## src/rtl/leaf_stream_mem.sv

```systemverilog
// DEPTH x SIZE register array for the leaf stream buffer.
// It has one synchronous write port and one asynchronous read port. The storage has no reset.
module leaf_stream_mem #(
  parameter int SIZE  = 2,
  parameter int DEPTH = 4
) (
  input  logic                       i_clk,
  input  logic                       i_wr_en,
  input  logic [$clog2(DEPTH)-1:0]   i_wr_addr,
  input  logic [SIZE-1:0]            i_wr_data,
  input  logic [$clog2(DEPTH)-1:0]   i_rd_addr,
  output logic [SIZE-1:0]            o_rd_data
);

  logic [SIZE-1:0] r_mem [DEPTH];

  always_ff @(posedge i_clk) begin
    if (i_wr_en) begin
      r_mem[i_wr_addr] <= i_wr_data;
    end
  end

  assign o_rd_data = r_mem[i_rd_addr];

endmodule

```

## src/rtl/leaf_stream_buffer.sv

```systemverilog
// Valid/ready FIFO stage for the leaf inverter path. Words can be inverted on entry.
// SIZE and DEPTH are forwarded to the memory, so a hierarchical override reaches the storage.
module leaf_stream_buffer #(
  parameter int SIZE   = 2,
  parameter int DEPTH  = 4,
  parameter int INVERT = 1
) (
  input  logic                     clk,
  input  logic                     rst_n,
  input  logic [SIZE-1:0]          in_data,
  input  logic                     in_valid,
  output logic                     in_ready,
  output logic [SIZE-1:0]          out_data,
  output logic                     out_valid,
  input  logic                     out_ready,
  output logic [$clog2(DEPTH):0]   count
);

  function automatic integer f_clog2(input integer value);
    integer v;
    integer r;
    begin
      r = 0;
      v = value - 1;
      while (v > 0) begin
        r = r + 1;
        v = v >> 1;
      end
      f_clog2 = r;
    end
  endfunction

  localparam int           AW         = f_clog2(DEPTH);
  localparam logic [AW:0]  FULL_COUNT = (AW + 1)'(DEPTH);

  logic [AW-1:0]   r_wr_ptr;
  logic [AW-1:0]   r_rd_ptr;
  logic [AW:0]     r_count;
  logic            w_push;
  logic            w_pop;
  logic [SIZE-1:0] w_wr_data;
  logic [SIZE-1:0] w_rd_data;

  // in_ready depends only on the registered count, so a full buffer never passes data straight through.
  assign in_ready  = (r_count != FULL_COUNT);
  assign out_valid = (r_count != '0);
  assign w_push    = in_valid && in_ready;
  assign w_pop     = out_valid && out_ready;
  assign w_wr_data = (INVERT != 0) ? ~in_data : in_data;
  assign out_data  = out_valid ? w_rd_data : '0;
  assign count     = r_count;

  leaf_stream_mem #(
    .SIZE  (SIZE),
    .DEPTH (DEPTH)
  ) u_mem (
    .i_clk     (clk),
    .i_wr_en   (w_push),
    .i_wr_addr (r_wr_ptr),
    .i_wr_data (w_wr_data),
    .i_rd_addr (r_rd_ptr),
    .o_rd_data (w_rd_data)
  );

  // The pointers wrap by natural overflow because DEPTH is a power of two.
  always_ff @(posedge clk or negedge rst_n) begin
    if (!rst_n) begin
      r_wr_ptr <= '0;
      r_rd_ptr <= '0;
      r_count  <= '0;
    end else begin
      if (w_push) begin
        r_wr_ptr <= r_wr_ptr + AW'(1);
      end
      if (w_pop) begin
        r_rd_ptr <= r_rd_ptr + AW'(1);
      end
      case ({w_push, w_pop})
        2'b10:   r_count <= r_count + (AW + 1)'(1);
        2'b01:   r_count <= r_count - (AW + 1)'(1);
        default: r_count <= r_count;
      endcase
    end
  end

endmodule

```

## config.mk

```make
export PLATFORM = sky130hd
export DESIGN_NAME = leaf_stream_buffer
export DESIGN_NICKNAME = d
export VERILOG_FILES = /design/src/rtl/leaf_stream_mem.sv /design/src/rtl/leaf_stream_buffer.sv
export SDC_FILE = /design/constraint.sdc
export NUM_CORES = 1
export LEC_CHECK = 0
export CAP_MARGIN = 20
export CORE_UTILIZATION = 52
export DETAILED_ROUTE_END_ITERATION = 8
export PLACE_DENSITY = 0.91
export SKIP_CTS_REPAIR_TIMING = 1
export SLEW_MARGIN = 0
export SYNTH_ARGS = -nofsm -noshare
export SYNTH_HDL_FRONTEND = slang
export SYNTH_HIERARCHICAL = 1
export SYNTH_SLANG_ARGS = --single-unit
export TNS_END_PERCENT = 50
```

## constraint.sdc

```tcl
create_clock -name clk -period 4.2 [get_ports clk]
set_input_delay 0.84 -clock clk [delete_from_list [all_inputs] [get_ports clk]]
set_output_delay 0.84 -clock clk [all_outputs]
set_load 0.01 [all_outputs]
```

==> metrics.yaml <==
cts_buffer_depth: 2
die-area_um2: 1480
cpMaxStageDelayCell: "mux4_1"
cts_buffers: 3
powerDensity_nw_per_um2: 710
rows: 12
gr-total-overflow: 0
place_ws_ns: 1.60
wl_um: 1010
async_flop_share_pct: 46.7
period_share_pct: 65.5
startpoint: "r_rd_ptr[0]"
syn_nets: 54
period_needed_ns: 2.75
path_buf_inv: 1
fmax_ghz: 0.363
worstPathRequired_ns: 3.36
path_class: "flop to output port"
drv_slew: 0
hold_path_depth: 1
cts_tree: "built"
dpl_cell_area_um2: 827
cp_max_fo: 4
start_kind: "flop"
syn_to_final_growth_pct: 23.8
reg2reg_to: "count[2]"
htreeDepth: 1
seq_area_frac_synth_pct: 60.3
hp-start: "r_rd_ptr[1]"
avgSynthCellArea_um2: 15.0
synthFlopType: "edfxtp_1"
leakage_nw: 0.359
path_cells: "mux4_1 > and2_2 > clkdlybuf4s50_1"
ys_warn_count: 6
ir_worst_vdd_mv: 0.358
rsz0062_at_grt: "no"
final.setup.worst_slack_ns: 1.45
grt_max_degree: 9
worst_pin_slew_ns: 0.342
core-area_um2: 1170
drt-pass1-iter-count: 4
drt-vias-per-instance: 5.16
cp_slowest_stage_delay_ns: 0.55
holdPathEnd: "r_rd_ptr[1]"
place_congestion: 0.694
maxCapViolCount: 0
setup_viol: 0
routedWlPerCell_um: 13.3
synth_seq_cells: 15
synthMostInstantiatedCell: "edfxtp_1"
fin_hold_ws_ns: 0.516
rr_worst_depth: 8
ant_nets: 0
drive_above_1_share_pct: 12.9
antenna_found_initial: 0
drc: 0
cts-root-buf: "clkbuf_4"
die_h_um: 38.4
grt_pass1_wl_um: 1880
clk_pin_slew_ns: 0.09
first_iter_violations: 5
synth_edf_count: 8
cp_top_family: "multiplexers"
final_core_util_pct: 72.9
die_w_um: 38.4
grt_use_total_pct: 19.7
clock_skew_ns: 0.00835
clk_latency_ns: 0.28
synthesis.area_um2: 689
netlist_instances: 46
synth_top_cell_area_share_pct: 34.8
timing.rr.start: "count[0]"
ios: 13
final_area_um2: 853
yosysUniqueCellTypes: 19
synth_area_leaders: "edfxtp_1 (35%), dfrtp_1 (25%), mux4_1 (7.6%)"
diodes: 0
yosysTopAreaCell: "edfxtp_1"
start_util_pct: 58.9
cp-end-kind: "output port"
grt_pass1_vias: 411
r2r_slack_ns: 2.03
synth_commonest_cells: "edfxtp_1 (8), dfrtp_1 (7), inv_1 (6)"
cts.sinks: 15
dp_hpwl_um: 777
hp-class: "flop to flop"
dr_total_vias: 392
finalHoldViolations: 0
setup-tns-final_ns: 0
nFillCells: 73
slew_headroom_pct: 77.2
status: "completed"
arrival_ns: 1.91
nets: 71
port_buffers: 12
## worst max-delay path by stage
stage / to / slack [ns] / cells after the start
global route: out_data[0] / 1.36 / 3
CTS: out_data[0] / 1.44 / 3
detailed placement: count[2] / 1.60 / 8
finish: out_data[0] / 1.45 / 3
global placement: count[2] / 1.63 / 8
floorplan: count[2] / 2.14 / 8
## cell families after synthesis
family,share of synthesized area [%]
XOR/XNOR,8.89
adder cells (fa/ha/maj),4.72
buffers and inverters,3.27
flip-flops,60.3
multiplexers,9.07
AND/OR/NAND/NOR,13.8
## registers in the layout, summed over array words and instances, names as in the netlist
signal and cells:
u_mem/r_mem 8, r_rd_ptr 2, count 3, r_wr_ptr 2
## power breakdown
part | switching, W | internal (W) | leakage, nW
sequential | 0.0000463 | 0.000210 | 0.155
clock | 0.0000439 | 0.0000369 | 0.0150
combinational | 0.000104 | 0.000165 | 0.189
total | 0.000195 | 0.000412 | 0.359
## routing by layer
metal / wire length (um) / track usage (%) / vias to the layer above
li1: - / - / 190
met1: 453 / 25.9 / 188
met2: 494 / 30.1 / 10
met3: 43 / 5.23 / 4
met4: 23 / 10.3 / 0
met5: 0 / 0 / -
## metrics by stage
step,power [W],cells
after floorplan,0.000422,46
after global placement,0.000520,72
after detailed placement,0.000530,72
after CTS,0.000609,76
after global routing,0.000651,76
final,0.000606,76
## cell type report
cell class,count,area (um^2),share of cell area (%)
flip-flops and latches,15,415,48.7
well taps,14,17.5,2.05
inverters,6,22.5,2.64
clock buffers,4,26.3,3.08
multi-input cells,25,251,29.5
repair buffers,12,120,14.1
## cell usage in the layout, fill, tap and decap left out
cell type	instances
and3_1	1
edfxtp_1	8
xnor2_1	4
nor3b_1	1
xor2_1	3
fa_1	1
and2_2	2
dfrtp_1	7
and2_4	1
ha_1	1
or3b_4	1
clkbuf_1	1
clkbuf_4	3
inv_1	6
nor2_1	1
or3_4	1
nand2_1	1
mux2i_1	1
clkdlybuf4s50_1	12
nand3_1	2
mux4_1	2
and3b_1	2
Note: power is estimated with default switching activity, not from simulation.
